--- src/rtl/wbm_arbiter.sv ---
// wbm_arbiter: two-master (I = fetch, D = load/store), one-slave arbiter
// for a 16-bit pipelined Wishbone B.4 master port.
//
// Ports:
//   clk_i, reset_i            clock, asynchronous active-high reset
//   i*/d* inputs              per-master cyc/stb/we/adr/dat requests
//   iack_o/dack_o             per-master acknowledge (owner only)
//   idat_o/ddat_o             read data broadcast to both masters
//   wbm* outputs/inputs       shared external Wishbone bus
//   gnt_o                     {D owns, I owns}; 00 = idle
//   err_o                     sticky protocol-violation flag
//
// A strobe from a master that cannot issue this cycle is parked in a
// one-deep pending buffer and replayed once that master owns the bus.
module wbm_arbiter #(
  parameter int unsigned AW     = 64,
  parameter int unsigned DW     = 16,
  parameter bit          PRIO_D = 1'b1
) (
  input  logic          clk_i,
  input  logic          reset_i,
  input  logic          icyc_i,
  input  logic          istb_i,
  input  logic          iwe_i,
  input  logic [AW-1:0] iadr_i,
  input  logic [DW-1:0] idat_i,
  output logic          iack_o,
  output logic [DW-1:0] idat_o,
  input  logic          dcyc_i,
  input  logic          dstb_i,
  input  logic          dwe_i,
  input  logic [AW-1:0] dadr_i,
  input  logic [DW-1:0] ddat_i,
  output logic          dack_o,
  output logic [DW-1:0] ddat_o,
  output logic          wbmcyc_o,
  output logic          wbmstb_o,
  output logic          wbmwe_o,
  output logic [AW-1:0] wbmadr_o,
  output logic [DW-1:0] wbmdat_o,
  input  logic          wbmack_i,
  input  logic [DW-1:0] wbmdat_i,
  output logic [1:0]    gnt_o,
  output logic          err_o
);

  typedef enum logic [1:0] {
    ST_IDLE  = 2'd0,
    ST_OWN_I = 2'd1,
    ST_OWN_D = 2'd2
  } state_t;

  state_t        state_q, state_d;
  logic          ipend_v_q, ipend_v_d, ipend_we_q, ipend_we_d;
  logic [AW-1:0] ipend_adr_q, ipend_adr_d;
  logic [DW-1:0] ipend_dat_q, ipend_dat_d;
  logic          dpend_v_q, dpend_v_d, dpend_we_q, dpend_we_d;
  logic [AW-1:0] dpend_adr_q, dpend_adr_d;
  logic [DW-1:0] dpend_dat_q, dpend_dat_d;
  logic [1:0]    outst_q, outst_d;
  logic          err_q, err_d;

  logic          own_i, own_d;
  logic          drain_i, drain_d, full_i, full_d;
  logic          bus_stb, bus_we;
  logic [AW-1:0] bus_adr;
  logic [DW-1:0] bus_dat;

  always_comb begin
    own_i   = (state_q == ST_OWN_I);
    own_d   = (state_q == ST_OWN_D);
    drain_i = own_i & ipend_v_q;
    drain_d = own_d & dpend_v_q;
    // Buffer stays occupied this cycle unless it is being replayed.
    full_i  = ipend_v_q & ~drain_i;
    full_d  = dpend_v_q & ~drain_d;

    // Bus issue: replay has priority over the owner's live strobe.
    bus_stb = 1'b0;
    bus_we  = 1'b0;
    bus_adr = '0;
    bus_dat = '0;
    if (own_i) begin
      if (ipend_v_q) begin
        bus_stb = 1'b1;
        bus_we  = ipend_we_q;
        bus_adr = ipend_adr_q;
        bus_dat = ipend_dat_q;
      end else if (istb_i) begin
        bus_stb = 1'b1;
        bus_we  = iwe_i;
        bus_adr = iadr_i;
        bus_dat = idat_i;
      end
    end else if (own_d) begin
      if (dpend_v_q) begin
        bus_stb = 1'b1;
        bus_we  = dpend_we_q;
        bus_adr = dpend_adr_q;
        bus_dat = dpend_dat_q;
      end else if (dstb_i) begin
        bus_stb = 1'b1;
        bus_we  = dwe_i;
        bus_adr = dadr_i;
        bus_dat = ddat_i;
      end
    end

    err_d = err_q;

    // Pending buffers: a strobe not issued directly is captured; if the
    // buffer is still occupied the request is dropped and flagged.
    ipend_v_d   = ipend_v_q & ~drain_i;
    ipend_we_d  = ipend_we_q;
    ipend_adr_d = ipend_adr_q;
    ipend_dat_d = ipend_dat_q;
    if (istb_i && !(own_i && !ipend_v_q)) begin
      if (full_i) begin
        err_d = 1'b1;
      end else begin
        ipend_v_d   = 1'b1;
        ipend_we_d  = iwe_i;
        ipend_adr_d = iadr_i;
        ipend_dat_d = idat_i;
      end
    end

    dpend_v_d   = dpend_v_q & ~drain_d;
    dpend_we_d  = dpend_we_q;
    dpend_adr_d = dpend_adr_q;
    dpend_dat_d = dpend_dat_q;
    if (dstb_i && !(own_d && !dpend_v_q)) begin
      if (full_d) begin
        err_d = 1'b1;
      end else begin
        dpend_v_d   = 1'b1;
        dpend_we_d  = dwe_i;
        dpend_adr_d = dadr_i;
        dpend_dat_d = ddat_i;
      end
    end

    // Outstanding counter saturates on overflow and holds 0 on underflow.
    outst_d = outst_q;
    unique case ({bus_stb, wbmack_i})
      2'b10: begin
        if (outst_q == 2'd3) err_d = 1'b1;
        else                 outst_d = outst_q + 2'd1;
      end
      2'b01: begin
        if (outst_q == 2'd0) err_d = 1'b1;
        else                 outst_d = outst_q - 2'd1;
      end
      default: outst_d = outst_q;
    endcase

    state_d = state_q;
    unique case (state_q)
      ST_IDLE: begin
        if (dcyc_i && (PRIO_D || !icyc_i)) state_d = ST_OWN_D;
        else if (icyc_i)                   state_d = ST_OWN_I;
      end
      ST_OWN_I: begin
        if (!icyc_i && !ipend_v_q && outst_q == 2'd0)
          state_d = dcyc_i ? ST_OWN_D : ST_IDLE;
      end
      ST_OWN_D: begin
        if (!dcyc_i && !dpend_v_q && outst_q == 2'd0)
          state_d = icyc_i ? ST_OWN_I : ST_IDLE;
      end
      default: state_d = ST_IDLE;
    endcase
  end

  always_ff @(posedge clk_i or posedge reset_i) begin
    if (reset_i) begin
      state_q     <= ST_IDLE;
      ipend_v_q   <= 1'b0;
      ipend_we_q  <= 1'b0;
      ipend_adr_q <= '0;
      ipend_dat_q <= '0;
      dpend_v_q   <= 1'b0;
      dpend_we_q  <= 1'b0;
      dpend_adr_q <= '0;
      dpend_dat_q <= '0;
      outst_q     <= '0;
      err_q       <= 1'b0;
    end else begin
      state_q     <= state_d;
      ipend_v_q   <= ipend_v_d;
      ipend_we_q  <= ipend_we_d;
      ipend_adr_q <= ipend_adr_d;
      ipend_dat_q <= ipend_dat_d;
      dpend_v_q   <= dpend_v_d;
      dpend_we_q  <= dpend_we_d;
      dpend_adr_q <= dpend_adr_d;
      dpend_dat_q <= dpend_dat_d;
      outst_q     <= outst_d;
      err_q       <= err_d;
    end
  end

  assign wbmcyc_o = (state_q != ST_IDLE);
  assign wbmstb_o = bus_stb;
  assign wbmwe_o  = bus_we;
  assign wbmadr_o = bus_adr;
  assign wbmdat_o = bus_dat;
  assign iack_o   = wbmack_i & own_i;
  assign dack_o   = wbmack_i & own_d;
  // Read data is broadcast, but forced low while reset is asserted.
  assign idat_o   = reset_i ? '0 : wbmdat_i;
  assign ddat_o   = reset_i ? '0 : wbmdat_i;
  assign gnt_o    = {own_d, own_i};
  assign err_o    = err_q;

endmodule

--- config.mk ---
export PLATFORM = sky130hd
export DESIGN_NAME = wbm_arbiter
export DESIGN_NICKNAME = d
export VERILOG_FILES = /design/src/rtl/wbm_arbiter.sv
export SDC_FILE = /design/constraint.sdc
export NUM_CORES = 1
export LEC_CHECK = 0
export BUFFER_PORTS_ARGS = -buffer_cell sky130_fd_sc_hd__buf_2
export CORE_UTILIZATION = 50
export CTS_CLUSTER_DIAMETER = 100
export DETAILED_ROUTE_END_ITERATION = 16
export GPL_TIMING_DRIVEN = 1
export PLACE_DENSITY = 0.87
export SLEW_MARGIN = 10
export SYNTH_ARGS = -nofsm -noshare
export SYNTH_HDL_FRONTEND = slang
export SYNTH_SLANG_ARGS = --single-unit
--- constraint.sdc ---
create_clock -name clk_i -period 6.3 [get_ports clk_i]
set_input_delay 0.315 -clock clk_i [delete_from_list [all_inputs] [get_ports clk_i]]
set_output_delay 0.315 -clock clk_i [all_outputs]
set_load 0.02 [all_outputs]
**After elaboration in Yosys (flattened, before gate mapping)**

Cells that the tools add are included.

- Bits of input ports: 185
- Register bits after elaboration: 169

- $add $sub $neg: 2
- Equal/unequal tests: 10
- Reduce and logical (&&, ||, !) cells: 22
- Bitwise operators: 10
- Mux-type cells: 44

Operators by type and width:

| operator | number |
|---|---|
| two-way mux 64 bit | 6 |
| two-way mux 16 bit | 7 |
| two-way mux 1 bit | 21 |
| two-way mux 2 bit | 7 |
| logical AND 1 bit | 8 |
| AND 1 bit | 6 |
| equality test 2 bit (second input constant) | 3 |
| zero test 1 bit | 6 |
| one-hot mux 2 bit (3 select lines) | 1 |
| AND reduction 3 bit | 2 |
| equality test 2 x 1 -> 1 bit (second input constant) | 2 |
| zero test 2 bit | 2 |
| != test 2 x 1 -> 1 bit (second input constant) | 2 |
| != test 2 bit (second input constant) | 2 |
| inverter 1 bit | 4 |
| one-hot mux 2 bit (2 select lines) | 1 |
| AND reduction 2 bit | 2 |
| nonzero test 2 bit | 2 |
| != test 3 bit (second input constant) | 1 |
| adder 2 x 1 -> 2 bit (second input constant) | 1 |
| one-hot mux 1 bit (2 select lines) | 1 |
| subtractor 2 x 1 -> 2 bit (second input constant) | 1 |

**Depth between registers and ports, before layout**

- Depth after elaboration: 10
- Depth in mapped cells: 9
- Gate-level depth less buffers: 7

**Least setup slack after synthesis**

OpenSTA, ideal clock, no wires.

- Kind: register to output
- Start: register ipend_v_q
- End: output port wbmadr_o[10]
- Arrival time: 1.610 ns
- Cell stages (with the launch flop): 6
- Data required time: 5.985 ns
- Path slack: 4.375 ns
- Path buffers: 2
- Cells stage by stage: dfrtp_1 nor2b_1 clkbuf_1 clkbuf_1 a22oi_1 o22ai_1

- Word-level cells in the longest chain between the ends: 2

RTL lines:

| element | line | source |
|---|---|---|
| start, declared | 54 | `logic ipend_v_q, ipend_v_d, ipend_we_q, ipend_we_d;` |
| start signal, assigned | 190 | `ipend_v_q <= ipend_v_d;` |
| two-way mux 64 bit | 84 | `if (ipend_v_q) begin` |
| two-way mux 64 bit | 83 | `if (own_i) begin` |
| end, declared | 39 | `output logic [AW-1:0] wbmadr_o,` |

Every way passes these cells.

**Final worst setup path**

- Start: register dpend_v_q
- End: register dpend_we_q

- Word-level cells in the longest chain between the ends: 5

RTL lines:

| element | line | source |
|---|---|---|
| start, declared | 57 | `logic dpend_v_q, dpend_v_d, dpend_we_q, dpend_we_d;` |
| start signal, assigned | 194 | `dpend_v_q <= dpend_v_d;` |
| AND 1 bit or zero test 1 bit (tied branches) | 73, 132 |  |
| inverter 1 bit or logical AND 1 bit (tied branches) | 76, 132 |  |
| AND 1 bit or zero test 1 bit (tied branches) | 76, 132 |  |
| inverter 1 bit (no source line) or logical AND 1 bit (tied branches) | n/a |  |
| AND reduction 2 bit (no source line) (*) | n/a |  |
| end signal, assigned | 195 | `dpend_we_q <= dpend_we_d;` |
| end, declared | 57 |  |

Mark *: on every way between the ends. The rest lies on a longest branch, timed or not.
A chain may end at the register's enable or synchronous reset.

==> results.json <==
{
  "fin_nets": 1246,
  "drtIter0Drc": 445,
  "wl_per_cell_um": 19.57,
  "yosys_warnings": 0,
  "firstDrtPassIters": 5,
  "multi_input_area_mm2": 0.005062,
  "postCtsSetupBuffers": 0,
  "ys_ff_latch": 169,
  "post-route-period-util_pct": 58.19,
  "routed_wl_um": 26240,
  "antenna_found_initial": 5,
  "synth_area_mm2": 0.009884,
  "dominantRegCellSynth": "dfrtp_1",
  "synth_edf_count": 0,
  "power_density_mw_per_mm2": 515.9,
  "post-place-ws_ns": 2.519,
  "maxSlewViolCount": 0,
  "start_kind": "flip-flop",
  "cts_buffer_depth": 2,
  "dp_hpwl_um": 16590,
  "h-tree-depth": 4,
  "gp_congestion": 0.7986,
  "io_buffers": 304,
  "vias_per_cell": 5.796,
  "synthTopCellsByCount": "dfrtp_1, mux2_4, a22oi_1",
  "cts_root_buf": "clkbuf_16",
  "slew_headroom_pct": 19.25,
  "cts_resized": 0,
  "syn2layout_area_growth_pct": 19.37,
  "syn-num-nets": 1017,
  "numCtsBuffers": 17,
  "row_count": 51,
  "initial_utilization_pct": 50.95,
  "critPathKind": "flip-flop to flip-flop",
  "required_ns": 6.59,
  "cts_sinks": 169,
  "ios": 305,
  "ys_types": 36,
  "async_flop_share_pct": 100.0,
  "setup_viol": 0,
  "grt_max_degree": 102,
  "netSwitchingFraction_pct": 37.85,
  "synth_top_area_cell": "dfrtp_1",
  "grt_pass1_vias": 7955,
  "dieArea_mm2": 0.02033,
  "pwr-share-clk_pct": 16.3,
  "tightest_slew_ns": 1.211,
  "synth_top_cell_area_share_pct": 42.78,
  "ir_drop_mv": 0.2306,
  "fillerInstances": 1609,
  "seq_area_frac_synth_pct": 42.78,
  "ant_nets": 0,
  "path_cells": "and2b_1, mux2_4, buf_4, mux2_1",
  "fin_ws_ns": 2.634,
  "status": "finished, final reports clean",
  "dieWidth_um": 142.6,
  "synth.most_common_cell": "dfrtp_1",
  "hold_class": "primary input to flip-flop",
  "rsz0062_at_grt": "false",
  "cap_violations": 0,
  "grt_usage_pct": 26.23,
  "period_minus_slack_ns": 3.666,
  "cts_tree": "done",
  "dr_total_vias": 7773,
  "clk_pin_slew_ns": 0.07,
  "postSynthCellCount": 830,
  "internal-power_mw": 3.783,
  "pwr-share-seq_pct": 33.6,
  "tns_ns": 0,
  "slowest_delay_ns": 1.08,
  "cp-end-kind": "flip-flop",
  "critPathMaxFanout": 68,
  "arrival_ns": 3.95,
  "regArea_mm2": 0.004237,
  "p_switching_mw": 2.304,
  "cts_hold_buf": 0,
  "clock-skew-final_ns": 0.009937,
  "drc_errors": 0,
  "grt_pass1_wl_um": 41480,
  "finish.utilization_pct": 60.82,
  "syn_area_per_cell_um2": 11.91,
  "die_h_um": 142.6,
  "core-area_mm2": 0.01940,
  "overflow": 0,
  "final_hold_viol_count": 0,
  "p_leak_nw": 5.866,
  "max_freq_mhz": 272.8,
  "crit_path_top_delay_cell": "mux2_4",
  "clock_latency_ns": 0.42,
  "synthTopCellsByArea": "dfrtp_1, mux2_4, and3b_1",
  "drive_gt1_share_pct": 47.85,
  "p_comb_share_pct": 50.0
}
[metrics by stage]
stage | power (mW) | area (um2) | instances | hold WS (ns)
6_report | 6.088 | 11800 | 1341 | 0.1315
5_1_grt | 6.439 | 11800 | 1340 | 0.1122
4_1_cts | 6.106 | 11790 | 1337 | 0.1101
3_5_place_dp | 5.078 | 11230 | 1305 | 0.4872
3_3_place_gp | 4.968 | 11230 | 1305 | 0.4693
2_1_floorplan | 4.375 | 9884 | 830 | 0.4497
[per-layer routing]
metal  vias up  GRT usage (%)  part of all wire [%]
met5         -              0                 0.065
met4         2          11.09                   2.1
met3        42          6.157                   6.6
met2       343          44.09                    49
met1      3834          32.25                    42
li1       3552              -                     -
[layout make-up]
cell class	count	share of cell area, %
flip-flops and latches	169	35.91
clock inverters	13	0.9438
inverters	6	0.2545
clock buffers	19	3.754
diodes	4	0.08484
well taps	265	2.810
multi-input cells	554	42.91
repair buffers	311	13.34
[power by group through the flow]
stage | clock network (mW) | logic (mW) | registers (mW)
final | 0.995 | 3.05 | 2.05
after global routing | 1.06 | 3.26 | 2.11
after CTS | 1.02 | 3.05 | 2.03
after floorplan | 0 | 2.50 | 1.87
after detailed placement | 0 | 3.05 | 2.02
after global placement | 0 | 2.96 | 2.01
[worst paths after layout]
| path | start | to | slack (ns) | cells past startpoint |
|---|---|---|---|---|
| hold reg to reg | err_o | err_o | 0.50 | 2 |
| setup / recovery | dpend_v_q | dpend_we_q | 2.63 | 4 |
| hold / removal | iadr_i[47] | ipend_adr_q[47] | 0.13 | 2 |
| setup reg to reg | dpend_v_q | dpend_we_q | 2.63 | 4 |
| max in group asynchronous | reset_i | ipend_v_q | 4.44 | 3 |
| min in group asynchronous | reset_i | ipend_adr_q[51] | 0.21 | 2 |
[critical path: cells and delay by family, from the launching register on]
family                 cells  cell delay, ns
muxes                      2            1.45
DFF                        1            0.73
and+or+nand+nor            1            0.70
buffers and inverters      1            0.58
[sequential cells by signal, indices dropped and copies added, names as in the netlist]
signal / count
ipend_v_q: 1
dpend_dat_q: 16
state_q: 2
dpend_we_q: 1
ipend_adr_q: 64
ipend_we_q: 1
ipend_dat_q: 16
outst_q: 2
dpend_adr_q: 64
dpend_v_q: 1
err_o: 1
[placed cells by master (no fill, tap or decap), types with 2 or more instances in the layout]
| master | n |
|---|---|
| nor4_1 | 2 |
| nand3_1 | 2 |
| ha_1 | 2 |
| buf_4 | 7 |
| nor2b_1 | 19 |
| a22o_1 | 5 |
| clkbuf_16 | 17 |
| o21ai_1 | 8 |
| and2_1 | 2 |
| diode_2 | 4 |
| o21ai_0 | 4 |
| nand2b_4 | 2 |
| dfrtp_4 | 2 |
| a22oi_1 | 79 |
| buf_2 | 304 |
| mux2_1 | 2 |
| inv_6 | 4 |
| o22ai_1 | 76 |
| a21oi_1 | 77 |
| inv_8 | 3 |
| nor2_1 | 6 |
| and3b_1 | 73 |
| inv_1 | 3 |
| clkinvlp_4 | 5 |
| maj3_1 | 2 |
| nand2_1 | 20 |
| mux2_4 | 162 |
| dfrtp_1 | 167 |
[kinds of logic (layout without fill, tap and decap cells)]
kind of cell,Yosys count,count (layout),share of synthesized area (%)
AOI/OAI and AO/OA,254,254,16.16
adders and majority gates,4,4,0.4557
buffers and inverters,107,349,6.228
DFF,169,169,42.78
muxes,164,164,24.84
other,0,4,0
and+or+nand+nor,132,132,9.532
(Power assumes the default switching activity.)
